**config.mk**
```make
export PLATFORM = sky130hd
export DESIGN_NAME = noc_vc_input_port
export DESIGN_NICKNAME = d
export VERILOG_FILES = /design/src/rtl/noc_vc_input_port.sv
export SDC_FILE = /design/constraint.sdc
export NUM_CORES = 1
export LEC_CHECK = 0
export ABC_AREA = 0
export ABC_CLOCK_PERIOD_IN_PS = 4300
export BUFFER_PORTS_ARGS = -buffer_cell sky130_fd_sc_hd__buf_2
export CAP_MARGIN = 20
export CELL_PAD_IN_SITES_DETAIL_PLACEMENT = 0
export CELL_PAD_IN_SITES_GLOBAL_PLACEMENT = 2
export CORE_MARGIN = 5
export CORE_UTILIZATION = 40
export CTS_BUF_LIST = sky130_fd_sc_hd__clkbuf_8 sky130_fd_sc_hd__clkbuf_16
export CTS_CLUSTER_DIAMETER = 150
export DETAILED_ROUTE_END_ITERATION = 6
export GPL_ROUTABILITY_DRIVEN = 0
export HOLD_SLACK_MARGIN = 0.12
export PLACE_DENSITY = 0.7
export SETUP_SLACK_MARGIN = 0.1
export SYNTH_ARGS = -nofsm -noshare
export SYNTH_HDL_FRONTEND = slang
export SYNTH_SLANG_ARGS = --single-unit
```
**constraint.sdc**
```tcl
create_clock -name clk -period 4.3 [get_ports clk]
set_clock_uncertainty 0.15 [all_clocks]
set_input_delay 0 -clock clk [delete_from_list [all_inputs] [get_ports clk]]
set_output_delay 0 -clock clk [all_outputs]
set_load 0.05 [all_outputs]
```
**src/rtl/noc_vc_input_port.sv**
```systemverilog
// Router input port with NUM_VC virtual-channel FIFOs, round-robin head selection and per-VC credit return.
// Optional sticky overflow error flag enabled by defining NOC_VC_ERR_EN.
module noc_vc_input_port #(
  parameter int WIDTH  = 16,
  parameter int DEPTH  = 4,
  parameter int NUM_VC = 2,
  localparam int VC_W  = (NUM_VC > 1) ? $clog2(NUM_VC) : 1
) (
  input  logic              clk,
  input  logic              rst,
  input  logic [WIDTH-1:0]  data_i,
  input  logic              valid_i,
  input  logic [VC_W-1:0]   vc_i,
  input  logic              shift,
  output logic [WIDTH-1:0]  data_o,
  output logic [VC_W-1:0]   vc_o,
  output logic              read_valid_o,
  output logic [NUM_VC-1:0] full_o,
  output logic [NUM_VC-1:0] credit_o,
  output logic              err_o
);

  localparam int AW = $clog2(DEPTH);
  localparam int CW = AW + 1;
  localparam logic [CW-1:0]  FULL_CNT = CW'(DEPTH);
  localparam logic [VC_W:0]  VC_LIM   = (VC_W + 1)'(NUM_VC);

  logic [WIDTH-1:0] mem_q [NUM_VC][DEPTH];
  logic [WIDTH-1:0] mem_d [NUM_VC][DEPTH];
  logic [AW-1:0]    wr_ptr_q [NUM_VC];
  logic [AW-1:0]    wr_ptr_d [NUM_VC];
  logic [AW-1:0]    rd_ptr_q [NUM_VC];
  logic [AW-1:0]    rd_ptr_d [NUM_VC];
  logic [CW-1:0]    cnt_q [NUM_VC];
  logic [CW-1:0]    cnt_d [NUM_VC];
  logic [VC_W-1:0]  cur_vc_q, cur_vc_d;
  logic [NUM_VC-1:0] credit_q, credit_d;
  logic [VC_W-1:0]  wr_vc;
  logic             vc_ok, read_valid, pop, push, found;

  assign wr_vc      = (NUM_VC > 1) ? vc_i : '0;
  assign vc_ok      = (NUM_VC == 1) || ({1'b0, vc_i} < VC_LIM);
  assign read_valid = (cnt_q[cur_vc_q] != '0);
  assign pop        = shift && read_valid;
  // A full VC may still accept a flit when its head leaves in the same cycle.
  assign push       = valid_i && vc_ok &&
                      ((cnt_q[wr_vc] != FULL_CNT) || (pop && (cur_vc_q == wr_vc)));

  always_comb begin
    mem_d    = mem_q;
    wr_ptr_d = wr_ptr_q;
    rd_ptr_d = rd_ptr_q;
    cnt_d    = cnt_q;
    credit_d = '0;
    for (int v = 0; v < NUM_VC; v++) begin
      if (push && (wr_vc == VC_W'(v))) begin
        mem_d[v][wr_ptr_q[v]] = data_i;
        wr_ptr_d[v] = wr_ptr_q[v] + 1'b1;
      end
      if (pop && (cur_vc_q == VC_W'(v))) begin
        rd_ptr_d[v] = rd_ptr_q[v] + 1'b1;
        credit_d[v] = 1'b1;
      end
      cnt_d[v] = cnt_q[v] + CW'(push && (wr_vc == VC_W'(v))) - CW'(credit_d[v]);
    end
  end

  // Move on only once the head is consumed or the current VC is empty; search uses post-update counts.
  always_comb begin
    cur_vc_d = cur_vc_q;
    found    = 1'b0;
    if (pop || !read_valid) begin
      for (int k = 1; k <= NUM_VC; k++) begin
        if (!found && (cnt_d[(int'(cur_vc_q) + k) % NUM_VC] != '0)) begin
          cur_vc_d = VC_W'((int'(cur_vc_q) + k) % NUM_VC);
          found    = 1'b1;
        end
      end
    end
  end

  always_ff @(posedge clk or negedge rst) begin
    if (!rst) begin
      cur_vc_q <= '0;
      credit_q <= '0;
      for (int v = 0; v < NUM_VC; v++) begin
        wr_ptr_q[v] <= '0;
        rd_ptr_q[v] <= '0;
        cnt_q[v]    <= '0;
      end
    end else begin
      cur_vc_q <= cur_vc_d;
      credit_q <= credit_d;
      wr_ptr_q <= wr_ptr_d;
      rd_ptr_q <= rd_ptr_d;
      cnt_q    <= cnt_d;
    end
  end

  always_ff @(posedge clk) begin
    mem_q <= mem_d;
  end

  always_comb begin
    full_o = '0;
    for (int v = 0; v < NUM_VC; v++) begin
      full_o[v] = (cnt_q[v] == FULL_CNT);
    end
  end

  assign data_o       = mem_q[cur_vc_q][rd_ptr_q[cur_vc_q]];
  assign vc_o         = cur_vc_q;
  assign read_valid_o = read_valid;
  assign credit_o     = credit_q;

`ifdef NOC_VC_ERR_EN
  logic err_q, err_d;
  assign err_d = err_q | (valid_i && !push);

  always_ff @(posedge clk or negedge rst) begin
    if (!rst) err_q <= 1'b0;
    else      err_q <= err_d;
  end

  assign err_o = err_q;
`else
  assign err_o = 1'b0;
`endif

endmodule

```
==> results by group <==
Outcome
  – Status: complete, no violations

Timing
  – RSZ-0062 raised after global routing: false
  – Endpoints failing setup: 0
  – Fin crit share: 74.6%
  – Hold Violations, Final: 0
  – Tmin final: 3.21 ns
  – Slew HR: between 20% and 30%
  – Worst hold slack: 0.245 ns
  – Slew @ Worst Pin: 1.08 ns
  – Max-slew violations: 0
  – Max Fclk: 0.312 GHz
  – Fin Setup TNS: 0 ns
  – Setup WS post-layout: 1.09 ns

Floorplan
  – Core Rows: 44
  – Area of the core: 0.0145 mm²
  – Die X-Extent: roughly 130 µm
  – Die height: 132 µm
  – # IOs: 44
  – Initial Util: 40.7%
  – Die area: 0.0173 mm²

Place
  – Placed wire-length estimate: slightly above 6000 µm
  – IO buf count: 42
  – Pre-CTS setup slack: 1.15 ns

Worst setup path
  – Arr. time, crit path: 3.35 ns
  – Worst R2R Start: vc_o
  – Crit Path Category: input port to register
  – Worst path cell trace: dlygate4sd3_1 > buf_2 > nand2_1 > dlygate4sd3_1 > a21oi_1 > inv_1 > ha_1 > inv_1 > ha_1 > inv_1 > fa_1 > inv_1 > o32a_1 > mux2_2
  – CP startpoint: valid_i
  – Buf+Inv Stages, Crit Path: 7
  – Critical path endpoint category: register
  – Reg2reg setup slack: about 1.2 ns
  – RR Endpoint: vc_o
  – R2R depth: 12
  – CP required: 4.44 ns
  – Startpoint types: input port
  – Delay-heaviest family, CP: buffers and inverters
  – Critical Path Most Common Cell: inv_1
  – Instance count on the critical path: 14
  – Critical path's slowest cell: dlygate4sd3_1
  – CP Capture Point: vc_o
  – CP peak stage delay: 0.54 ns
  – Critical Path Fanout Max: 7

Routing
  – DRT Wirelength: 10700 µm
  – Drt pass-1 iters: 4
  – Vias per std cell: between 5 and 6
  – Final ANT Viol Nets: 0
  – Via count: 2712
  – WL/cell: 20.0 µm
  – DRC viols: 0
  – Starting DRT DRC Count: 143

Final layout
  – NumNets Final: 375
  – Final-layout fill cell count: roughly 1200
  – Antenna Cells: 0
  – Area grow syn2layout: 20.3%
  – Share of layout cells above drive strength 1: 24.7%

Synthesis
  – Synth Area in Adders: 3.22%
  – Sequential area share after synthesis: between 70% and 80%
  – Syn Nets: 302
  – Post-Synthesis Cells: 267
  – Post-synthesis simple-gate area fraction: approximately 1.9%
  – FF+latch count, synth: ~150
  – Cell variety after synth: 30
  – Area share of xor/xnor cells in the synthesized design: under 10%
  – Post-synthesis average cell area: 22.1 µm²
  – Top cells by area, synth: edfxtp_1, mux4_1, dfrtp_1
  – Main combinational cell family by area after synthesis: multiplexers
  – Synth Cell Area: around 0.0059 mm²
  – Yosys top cell by area: edfxtp_1
  – Multiplexer share of the synthesized area: 18.0%
  – Synth warn: 0
  – Post-synthesis compound-gate area fraction: 0.656%
  – Synth top area share: 65.0%

Flow run
  – Max-cap violation count: 0

Worst hold path
  – Worst Hold Class: input port to register
  – Hold_sp: data_i[9]

Clock network
  – Clk slew on worst S/H paths: 0.05 ns
  – CTS sink cnt: 145
  – Post-CTS sizing: 0
  – CTS buffer count: 17
  – Clk_lat worst skew: 0.41 ns
  – H-tree depth: 4
  – CTS tree: done
  – Max Root-Sink Buffers: 2
  – Clock Tree Root: clkbuf_16

Pwr
  – Worst-case vdd ir drop: 0.300 mV
  – Leakage: about 2.6 nW
  – Pwr Density: 730 mW/mm²

GRT
  – Vias in the first global route: 2868
  – Initial antenna violation count: 0
  – Pin count of the biggest net entering global routing: 19
  – Total track usage: 12.9%
  – Overflow after GRT: 0
  – Global-route wire length before repair: 16600 µm
==> synth_stat cells <==
library cell and number:
a21oi_1 2, and2_1 8, buf_1 1, buf_12 1, buf_2 3, buf_4 1
buf_6 2, buf_8 1, clkbuf_1 2, conb_1 1, dfrtp_1 17, edfxtp_1 128
fa_1 2, ha_1 12, inv_1 12, mux2_1 2, mux2_2 17, mux2i_1 1
mux4_1 32, nand2_1 3, nand2b_1 2, nor2_1 1, nor3_1 2, nor3b_1 3
o311a_1 1, o32a_1 1, o32ai_1 1, xnor2_1 3, xor2_1 3, xor3_1 2
==> registers in the layout (all words and copies together) (netlist names) <==
register  cells
wr_ptr_q      4
cnt_q         6
credit_o      2
mem_q       128
vc_o          1
rd_ptr_q      4
==> per-stage QoR <==
step / area [µm²] / total power [W] / instances / util, %
2_1_floorplan: 5910 / 0.00332 / 267 / -
6_report: 7110 / 0.00519 / 536 / 48.9
4_1_cts: 7110 / 0.00528 / 536 / 48.9
3_5_place_dp: 6270 / 0.00372 / 483 / 43.1
3_3_place_gp: 6270 / 0.00369 / 483 / 43.1
5_1_grt: 7110 / 0.00544 / 536 / 48.9
==> power by group <==
| part | switching (W) | internal (W) |
|---|---|---|
| sequential | 0.000245 | 0.00176 |
| combinational | 0.000987 | 0.000661 |
| clock | 0.000525 | 0.00101 |
==> cell type report <==
type                       count  area, µm²  share of cell area (%)
tap                          184        230                    3.24
clock buffer                  17        425                    5.98
sequential                   145       4270                    60.0
multi-input combinational     99       1510                    21.2
timing repair buffer          65        438                    6.16
clock inverter                14        198                    2.78
inverter                      12       45.0                   0.633
==> cell families (layout without fill, tap and decap cells) <==
family,after synthesis,after routing
buffers and inverters,23,108
DFF,145,145
xor gates and xnor gates,8,8
muxes,52,52
and+or+nand+nor,19,19
adders and majority gates,14,14
other,1,1
AOI/OAI and AO/OA,5,5
==> cells in the final DEF, fill, tap and decap left out, types with 3 or more instances in the layout <==
cell type,netlist,routed
clkbuf_16,0,17
ha_1,12,12
inv_1,12,14
nor3b_1,3,3
clkinvlp_4,0,3
dlygate4sd3_1,0,22
xnor2_1,3,3
mux2_2,17,17
mux4_1,32,32
dfrtp_1,17,17
edfxtp_1,128,128
and2_1,8,8
buf_2,3,42
xor2_1,3,3
nand2_1,3,3
bufinv_16,0,5
==> layer usage <==
metal / vias to the layer above / wire (µm) / GRT usage [%]
met5: - / 0 / 0
met4: 0 / 154 / 4.97
met3: 14 / 343 / 3.82
met2: 46 / 5530 / 21.2
met1: 1411 / 4670 / 16.3
li1: 1241 / - / -
==> repair_timing <==
item | in CTS | in global routing
hold endpoints to repair | 156 | 0
buffers inserted | 0 | 0
setup endpoints to repair | 0 | 0
hold buffers | 22 | 0
==> how the worst min path moves through the flow <==
| stage | end | slack (ns) | depth (start not counted) |
|---|---|---|---|
| finish | mem_q[121] | 0.25 | 2 |
| detailed placement | wr_ptr_q[2] | -0.19 | 1 |
| global placement | wr_ptr_q[3] | -0.20 | 1 |
| global route | mem_q[120] | 0.24 | 2 |
| CTS | mem_q[120] | 0.22 | 2 |
| floorplan | cnt_q[0] | -0.45 | 0 |
(Power assumes the default switching activity.)
